## src/rtl/counter_arbiter_pkg.sv

```systemverilog
// Shared types, default sizes and round-robin helper for the interval counter arbiter.
// Latency: none (types and a combinational function only).
// Backpressure: not applicable.
package counter_arbiter_pkg;

  localparam int DEF_NUM_REQ = 4;
  localparam int DEF_WIDTH   = 4;
  // Index width covers the largest supported requester count (8).
  localparam int MAX_REQ     = 8;
  localparam int IDX_W       = 3;

  typedef enum logic [1:0] {
    IDLE  = 2'd0,
    COUNT = 2'd1,
    DONE  = 2'd2
  } state_t;

  // First asserted request after last_winner, wrapping modulo num_req.
  // Returns last_winner unchanged when nothing is requested.
  function automatic logic [IDX_W-1:0] rr_pick(
    input logic [MAX_REQ-1:0] req,
    input logic [IDX_W-1:0]   last_winner,
    input int unsigned        num_req = DEF_NUM_REQ
  );
    logic [IDX_W-1:0] pick;
    logic             found;
    int unsigned      idx;
    pick  = last_winner;
    found = 1'b0;
    for (int unsigned k = 1; k <= MAX_REQ; k++) begin
      idx = (32'(last_winner) + k) % num_req;
      if (!found && (k <= num_req) && req[IDX_W'(idx)]) begin
        pick  = IDX_W'(idx);
        found = 1'b1;
      end
    end
    return pick;
  endfunction

endpackage

```

## src/rtl/counter_arbiter_if.sv

```systemverilog
// Client-side bundle of the counter arbiter: level requests, lengths and per-client status.
// Latency: wires only.
// Backpressure: none; a client holds req high until done or until it wants to abort.
interface counter_arbiter_if
  import counter_arbiter_pkg::*;
#(
  parameter int NUM_REQ = DEF_NUM_REQ,
  parameter int WIDTH   = DEF_WIDTH
);
  logic [NUM_REQ-1:0]       req;
  logic [NUM_REQ*WIDTH-1:0] req_len;
  logic [NUM_REQ-1:0]       grant;
  logic [NUM_REQ-1:0]       done;
  logic                     busy;
  logic [WIDTH-1:0]         count;

  modport master (output req, req_len, input grant, done, busy, count);
  modport slave  (input req, req_len, output grant, done, busy, count);
endinterface

```

## src/rtl/counter_arbiter_sync_counter.sv

```systemverilog
// WIDTH-bit up counter with synchronous clear/enable and a terminal-match flag.
// Latency: count updates one edge after clr/en; tc is combinational from the count register.
// Backpressure: none; the owner sequences clr and en.
module sync_counter
  import counter_arbiter_pkg::*;
#(
  parameter int WIDTH = DEF_WIDTH
) (
  input  logic             clk,
  input  logic             reset,
  input  logic             clr,
  input  logic             en,
  input  logic [WIDTH-1:0] len,
  output logic [WIDTH-1:0] count,
  output logic             tc
);
  logic [WIDTH-1:0] count_q, count_d;

  // Clear wins over enable so a grant or abort always restarts from zero.
  always_comb begin
    count_d = count_q;
    if (clr) begin
      count_d = '0;
    end else if (en) begin
      count_d = count_q + WIDTH'(1);
    end
  end

  // Count register.
  always_ff @(posedge clk or posedge reset) begin
    if (reset) begin
      count_q <= '0;
    end else begin
      count_q <= count_d;
    end
  end

  assign count = count_q;
  assign tc    = (count_q == len);
endmodule

```

## src/rtl/counter_arbiter.sv

```systemverilog
// Round-robin owner of one shared interval counter; grants (len+1) cycles then pulses done.
// Latency: grant one edge after req seen in IDLE; done one edge after the terminal count.
// Backpressure: losers wait with req held; dropping req mid-interval aborts without done.
module counter_arbiter
  import counter_arbiter_pkg::*;
#(
  parameter int NUM_REQ = DEF_NUM_REQ,
  parameter int WIDTH   = DEF_WIDTH
) (
  input  logic             clk,
  input  logic             reset,
  counter_arbiter_if.slave bus
);
  state_t             state_q, state_d;
  logic [NUM_REQ-1:0] grant_q, grant_d;
  logic [NUM_REQ-1:0] done_q, done_d;
  logic [WIDTH-1:0]   len_q, len_d;
  // last_q doubles as the current winner while in COUNT.
  logic [IDX_W-1:0]   last_q, last_d;
  logic [MAX_REQ-1:0] req_ext;
  logic [IDX_W-1:0]   pick;
  logic               cnt_clr, cnt_en, cnt_tc;
  logic [WIDTH-1:0]   cnt;

  assign req_ext = MAX_REQ'(bus.req);
  assign pick    = rr_pick(req_ext, last_q, unsigned'(NUM_REQ));

  // Next-state, grant/done and counter sequencing.
  always_comb begin
    state_d = state_q;
    grant_d = grant_q;
    done_d  = '0;
    len_d   = len_q;
    last_d  = last_q;
    cnt_clr = 1'b0;
    cnt_en  = 1'b0;
    case (state_q)
      IDLE: begin
        if (|bus.req) begin
          state_d = COUNT;
          len_d   = bus.req_len[int'(pick)*WIDTH +: WIDTH];
          grant_d = NUM_REQ'(1) << pick;
          last_d  = pick;
          cnt_clr = 1'b1;
        end
      end
      COUNT: begin
        if (!req_ext[last_q]) begin
          state_d = IDLE;
          grant_d = '0;
          cnt_clr = 1'b1;
        end else if (cnt_tc) begin
          state_d = DONE;
          grant_d = '0;
          done_d  = NUM_REQ'(1) << last_q;
          cnt_clr = 1'b1;
        end else begin
          cnt_en = 1'b1;
        end
      end
      DONE: begin
        state_d = IDLE;
      end
      default: begin
        state_d = IDLE;
        grant_d = '0;
        cnt_clr = 1'b1;
      end
    endcase
  end

  // FSM and registered outputs; pointer resets so requester 0 is searched first.
  always_ff @(posedge clk or posedge reset) begin
    if (reset) begin
      state_q <= IDLE;
      grant_q <= '0;
      done_q  <= '0;
      len_q   <= '0;
      last_q  <= IDX_W'(NUM_REQ - 1);
    end else begin
      state_q <= state_d;
      grant_q <= grant_d;
      done_q  <= done_d;
      len_q   <= len_d;
      last_q  <= last_d;
    end
  end

  sync_counter #(.WIDTH(WIDTH)) u_cnt (
    .clk   (clk),
    .reset (reset),
    .clr   (cnt_clr),
    .en    (cnt_en),
    .len   (len_q),
    .count (cnt),
    .tc    (cnt_tc)
  );

  assign bus.grant = grant_q;
  assign bus.done  = done_q;
  assign bus.busy  = (state_q != IDLE);
  assign bus.count = cnt;
endmodule

```

## src/flat_wrapper.sv

```systemverilog
// flat-port wrapper written by rule: the top's interface ports become plain ports
module counter_arbiter_flat import counter_arbiter_pkg::*;
#(
  parameter int NUM_REQ = DEF_NUM_REQ,
  parameter int WIDTH   = DEF_WIDTH
)
  (clk, reset, bus_req, bus_req_len, bus_grant, bus_done, bus_busy, bus_count);
  counter_arbiter_if #(.NUM_REQ(NUM_REQ), .WIDTH(WIDTH)) bus_i ();
  input  logic clk;
  input  logic reset;
  input wire logic [$bits(bus_i.req)-1:0] bus_req;
  input wire logic [$bits(bus_i.req_len)-1:0] bus_req_len;
  output wire logic [$bits(bus_i.grant)-1:0] bus_grant;
  output wire logic [$bits(bus_i.done)-1:0] bus_done;
  output wire logic [$bits(bus_i.busy)-1:0] bus_busy;
  output wire logic [$bits(bus_i.count)-1:0] bus_count;
  assign bus_i.req = bus_req;
  assign bus_i.req_len = bus_req_len;
  assign bus_grant = bus_i.grant;
  assign bus_done = bus_i.done;
  assign bus_busy = bus_i.busy;
  assign bus_count = bus_i.count;
  counter_arbiter #(.NUM_REQ(NUM_REQ), .WIDTH(WIDTH)) u_core (.clk(clk), .reset(reset), .bus(bus_i));
endmodule
```

## config.mk

```make
export PLATFORM = sky130hd
export DESIGN_NAME = counter_arbiter_flat
export DESIGN_NICKNAME = d
export VERILOG_FILES = /design/src/rtl/counter_arbiter_pkg.sv /design/src/rtl/counter_arbiter_if.sv /design/src/rtl/counter_arbiter_sync_counter.sv /design/src/rtl/counter_arbiter.sv /design/src/flat_wrapper.sv
export SDC_FILE = /design/constraint.sdc
export NUM_CORES = 1
export LEC_CHECK = 0
export CELL_PAD_IN_SITES_DETAIL_PLACEMENT = 2
export CELL_PAD_IN_SITES_GLOBAL_PLACEMENT = 2
export CORE_ASPECT_RATIO = 1.5
export CORE_MARGIN = 2
export CORE_UTILIZATION = 31
export CTS_BUF_LIST = sky130_fd_sc_hd__clkbuf_4 sky130_fd_sc_hd__clkbuf_8
export CTS_CLUSTER_DIAMETER = 100
export DETAILED_ROUTE_END_ITERATION = 7
export PLACE_DENSITY_LB_ADDON = 0.1
export SYNTH_ARGS = -nofsm -noshare
export SYNTH_HDL_FRONTEND = slang
export SYNTH_HIERARCHICAL = 1
export SYNTH_SLANG_ARGS = --single-unit
export TNS_END_PERCENT = 50
```

## constraint.sdc

```tcl
create_clock -name clk -period 3.5 [get_ports clk]
set_input_delay 0.35 -clock clk [delete_from_list [all_inputs] [get_ports clk]]
set_output_delay 0.35 -clock clk [all_outputs]
set_load 0.02 [all_outputs]
```

==> reports/metrics.yaml, run 1 <==
run_status:
  status: "finished clean"
die:
  rows: 29
  dieHeight_um: 84.83
  die_width_um: 57.88
  dieArea_sq_mm: 0.004910
  io_pins: 35
  fp.coreArea_sq_mm: 0.004209
  initial_core_util_pct: 32.07
placed_design:
  hpwl_mm: 2.855
  place_area_sq_mm: 0.001704
  port-buffer-count: 34
  gp_congestion: 0.7292
critical_path:
  cp.required_ps: 3690
  slowest_delay_ps: 670
  cp_common_cell: "a21boi_0"
  critPathLaunchType: "register"
  r2r_setup_slack_ps: 560
  slowest_stage: "dfstp_2"
  cp.depth: 8
  cp_cell_sequence: "inv_1 > ha_1 > a21boi_0 > a21boi_0 > o21ai_0 > o2bb2ai_2 > mux2_2 > o21ai_1"
  path_buf_inv: 1
  cp-end-kind: "register"
  worstRegToRegCells: 8
  startpoint: "u_core/last_q[0]"
  r2r-end: "u_core/len_q[2]"
  rr_startpoint: "u_core/last_q[0]"
  crit_end: "u_core/len_q[2]"
  crit_family: "compound AO/OA/AOI/OAI gates"
  crit_fanout: 10
  cp.arrival_ps: 3130
  worstSetupPathType: "reg2reg"
sta:
  fmax_mhz: 340.1
  setup-tns-final_ps: 0
  hold_viol: 0
  worst_slew_pin_slew_ps: 680.1
  skew_ps: 4.590
  slew_headroom_pct: 54.65
  period_share_pct: 84.02
  min_period_ps: 2941
  slew_viol_final: 0
  rsz0062_at_grt: "false"
  setup_viol: 0
power_and_ir_drop:
  combPwrFrac_pct: 61.2
  p_switching_uw: 638.9
  swShare_pct: 44.01
  leakagePower_nw: 0.7898
  power_density_mw_per_mm2: 829.3
  ir_worst_vdd_mv: 0.4415
  p_seq_share_pct: 28.0
  intPower_uw: 812.7
  clkPwrFrac_pct: 10.8
yosys:
  synthCells: 130
  ys_seq_area_share_pct: 39.11
  yosysTopAreaCell: "dfrtp_1"
  yosys_warnings: 6
  syn-mean-instance-area_sq_um: 10.38
  synth_cell_types: 40
  synth_top_area_share_pct: 35.22
  synthesis.nets: 157
  synth_area_leaders: "dfrtp_1 35%, mux2i_1 9.6%, ha_1 4.6%"
  syn-cell-area_sq_mm: 0.001350
  ys_ff_latch: 21
clocking:
  htreeDepth: 1
  ctsHoldBuffers: 0
  clock_latency_ps: 260
  clkTransAtPathRegs_ps: 80
  numCtsBuffers: 3
  cts_tree: "yes"
  clk_root_buffer_cell: "clkbuf_8"
  ctsResizeCount: 0
  clock_sinks: 21
  clk_path_buf_depth: 2
  postCtsSetupRepairBufs: 0
layout:
  fin_nets: 188
  drive_gt1_share_pct: 13.13
  syn2layout_area_growth_pct: 29.66
  n_fill_cell: 470
  diodes: 0
  utilization_pct: 41.59
  design_area_sq_mm: 0.001750
  multi_input_area_sq_um: 744.5
  seqCellArea_sq_um: 528.0
grt:
  met3_usage_pct: 1.524
  use_met2_pct: 28.41
  grt_max_degree: 18
  gr-max-usage-layer: "met2"
  track_usage_pct: 15.41
  antenna_found_initial: 0
  grt_pass1_wl_mm: 5.830
  grt_pass1_vias: 1209
  grt_overflow: 0
  grtUsageMet1_pct: 17.07
route:
  ant_nets: 0
  drt_iter0_markers: 18
  routed_wirelength_mm: 3.464
  remaining_drc_errors: 0
  routedWlPerCell_um: 16.82
  firstDrtPassIters: 4
  vias: 1076
  via_per_inst: 5.223
flow_run:
  drv_cap: 0
min_path:
  hold_path.class: "in2async"
per-layer routing:
layer	vias up	part of all wire [%]
met2	24	55
met4	0	2.7
met3	8	2.8
met1	534	39
met5	-	0
li1	510	-
worst register-to-register path, stage by stage (launching register included):
cell and delay [ps]:
dfstp_2 670, inv_1 140, ha_1 480, a21boi_0 280, a21boi_0 220, o21ai_0 160, o2bb2ai_2 400, mux2_2 400
o21ai_1 110
cell families (layout without fill, tap and decap cells):
group	after synthesis	in the layout	share of synthesized area, %
xor gates and xnor gates	5	5	3.244
DFF	21	21	39.11
AOI/OAI and AO/OA	24	24	12.98
and+or+nand+nor	37	37	14.09
buffers and inverters	16	46	5.746
adders and majority gates	5	5	4.634
muxes	22	22	20.20
how the worst min path moves through the flow:
| stage | from | end | slack, ps |
|---|---|---|---|
| 6_report | reset | u_core/u_cnt/count[2] | 330 |
| 5_1_grt | reset | u_core/u_cnt/count[2] | 340 |
| 4_1_cts | reset | u_core/u_cnt/count[2] | 340 |
| 3_5_place_dp | u_core/last_q[2] | u_core/last_q[2] | 480 |
| 3_3_place_gp | u_core/last_q[2] | u_core/last_q[2] | 480 |
| 2_1_floorplan | reset | u_core/u_cnt/count[0] | 120 |
cells in the mapped netlist, drive strengths merged:
cell,number
a21bo,1
a21boi,2
a21oi,3
a221oi,1
a22o,1
a32o,1
and2,5
and3,1
buf,4
clkbuf,5
dfrtp,19
dfstp,2
ha,5
inv,7
mux2,6
mux2i,13
mux4,3
nand2,9
nand2b,4
nand3b,2
nand4,1
nor2,9
nor2b,1
nor3b,1
nor4,2
o211ai,1
o21a,1
o21ai,10
o221ai,1
o2bb2ai,1
o31ai,1
or2,2
xnor2,1
xor2,4
state kept, by name, summed over array words and instances, names as in the netlist:
register	count
u_core/bus.done	4
u_core/bus.grant	4
u_core/last_q	3
u_core/len_q	4
u_core/state_q	2
u_core/u_cnt/count	4
final cells by class:
cell class,instances,area share [%]
Clock buffer,3,2.359
Multi-Input combinational cell,93,42.53
Sequential cell,21,30.16
Clock inverter,1,0.2859
Timing Repair Buffer,35,19.87
Inverter,7,1.501
Tap cell,46,3.288
power by group through the flow:
stage                     clock (mW)  sequential, mW  combinational, mW
after CTS                      0.164           0.409              0.916
after detailed placement           0           0.413              0.912
after global routing           0.177           0.420              0.998
final                          0.156           0.406              0.889
after floorplan                    0           0.394              0.689
after global placement             0           0.409              0.864
layout by cell type (no fill, tap or decap), types with 2 or more instances in the layout:
cell              n
a21boi_0          2
a21oi_1           3
and2_1            5
clkbuf_8          3
clkdlybuf4s50_1  34
dfrtp_1          19
dfstp_2           2
ha_1              5
inv_1             7
mux2_2            4
mux2i_1          13
mux4_2            2
nand2_1           9
nand2b_1          4
nand3b_1          2
nor2_1            9
nor4_1            2
o21ai_0           5
o21ai_1           2
o21ai_2           3
or2_2             2
xor2_1            4
through the flow:
stage	power (mW)	std cells	hold slack, ps	worst slack, ps
6_report	1.452	206	325.3	559.3
5_1_grt	1.595	206	335.0	224.6
4_1_cts	1.489	206	335.5	455.2
3_5_place_dp	1.326	202	479.2	465.6
3_3_place_gp	1.273	202	478.1	598.8
2_1_floorplan	1.083	130	116.1	812.2
No activity file was read; power rests on OpenSTA's default activity.
==> run 2, diff against run 1 <==
clock period = 2.97 ns   (was 3.5 ns; I/O delays follow)
==> reports/metrics.yaml, run 2 (same netlist as run 1, synthesis figures left out) <==
run_status:
  status: "finished clean"
route:
  drt_iter0_markers: 13
  ant_nets: 0
  remaining_drc_errors: 0
  routed_wirelength_mm: 3.617
  routedWlPerCell_um: 17.31
  vias: 1080
  via_per_inst: 5.167
  firstDrtPassIters: 3
power_and_ir_drop:
  power.total_mw: 1.789
  ir_worst_vdd_mv: 0.5708
  leakagePower_nw: 0.8054
  power_density_mw_per_mm2: 1007
clocking:
  clock_sinks: 21
  numCtsBuffers: 3
  clock_latency_ps: 260
  clk_root_buffer_cell: "clkbuf_8"
  clk_path_buf_depth: 2
  cts_tree: "yes"
  htreeDepth: 1
  clkTransAtPathRegs_ps: 80
sta:
  fin_ws_ps: 260.9
  slew_headroom_pct: 54.98
  min_period_ps: 2709
  whs_ps: 253.1
  hold_viol: 0
  slew_viol_final: 0
  worst_slew_pin_slew_ps: 674.6
  setup-tns-final_ps: 0
  setup_viol: 0
  period_share_pct: 91.21
  skew_ps: 6.546
  rsz0062_at_grt: "false"
  fmax_mhz: 369.1
placed_design:
  port-buffer-count: 34
  pre_cts_slack_ps: 87.02
  hpwl_mm: 2.954
  gp_congestion: 0.7165
  post-place-cells: 205
  place_area_sq_mm: 0.001727
die:
  die_width_um: 57.88
  dieArea_sq_mm: 0.004910
  initial_core_util_pct: 32.07
  io_pins: 35
  dieHeight_um: 84.83
  fp.coreArea_sq_mm: 0.004209
  rows: 29
layout:
  fin_nets: 191
  layout_commonest_cell: "clkdlybuf4s50_1"
  drive_gt1_share_pct: 15.34
  diodes: 0
  finalNonFillerCells: 209
  final_cell_mix: "34 x clkdlybuf4s50_1, 19 x dfrtp_1, 13 x mux2i_1, 9 x nor2_1, 9 x nand2_1"
  design_area_sq_mm: 0.001777
  utilization_pct: 42.21
  syn2layout_area_growth_pct: 31.60
grt:
  grt_max_degree: 18
  grt_overflow: 0
  grt_pass1_wl_mm: 6.003
  antenna_found_initial: 0
  grt_pass1_vias: 1240
  track_usage_pct: 16.15
critical_path:
  slowest_delay_ps: 650
  cp.arrival_ps: 2890
  r2r_setup_slack_ps: 260
  crit_fanout: 10
  r2r-end: "u_core/len_q[2]"
  cp-end-kind: "register"
  worstSetupPathType: "reg2reg"
  worstRegToRegCells: 8
  cp.required_ps: 3150
  rr_startpoint: "u_core/last_q[1]"
  cp_cell_sequence: "inv_1 > ha_1 > a21boi_2 > a21boi_0 > o21ai_0 > o2bb2ai_2 > mux2_2 > o21ai_1"
  critPathLaunchType: "register"
  slowest_stage: "dfstp_2"
min_path:
  hold_path.class: "in2async"
flow_run:
  drv_cap: 0
[run 2: cell count changes in the layout (fill, tap and decap cells not counted), sizes merged]
cell  delta
buf      +3
[run 2: metal layers]
layer / up-vias / track usage [%] / wire length, um
met5: - / 0 / 0
met4: 0 / 6.977 / 72
met1: 533 / 15.80 / 1343
met2: 22 / 31.61 / 2068
met3: 6 / 2.744 / 133
li1: 519 / - / -
[run 2: power breakdown]
group / internal (mW) / switching (mW)
Clock: 0.0935 / 0.0939
Sequential: 0.380 / 0.0761
Combinational: 0.530 / 0.615
Total: 1.00 / 0.785
[run 2: how the worst max path moves through the flow]
| stage | start | end | slack [ps] | cells after the start |
|---|---|---|---|---|
| finish | u_core/last_q[1] | u_core/len_q[2] | 260 | 8 |
| detailed placement | u_core/last_q[1] | u_core/len_q[2] | 90 | 8 |
| global placement | u_core/last_q[1] | u_core/len_q[2] | 210 | 8 |
| CTS | u_core/last_q[1] | u_core/len_q[2] | 70 | 8 |
| floorplan | u_core/last_q[1] | u_core/len_q[1] | 280 | 9 |
| global route | u_core/last_q[1] | u_core/len_q[2] | 40 | 8 |
[run 2: area by class of cell]
type	count	area, sq um
fillers	457	2432
multi-input cells	93	748.2
flip-flops and latches	21	528.0
repair buffers	38	370.4
well taps	46	57.56
clock buffers	3	41.29
inverters	7	26.28
clock inverters	1	5.005
[run 2: worst max-delay path: cells and delay by family, from the launching register on]
kind | cells | cell delay [ps]
flip-flops | 1 | 650
buffers and inverters | 1 | 120
AO/OA/AOI/OAI | 5 | 990
adder cells (fa/ha/maj) | 1 | 470
multiplexers | 1 | 390
[run 2: what timing repair did]
action                                  CTS  global route
buffers inserted                          0             0
endpoints found under the setup margin    0             4
hold buffers                              0             0
gates resized for setup                   0             2
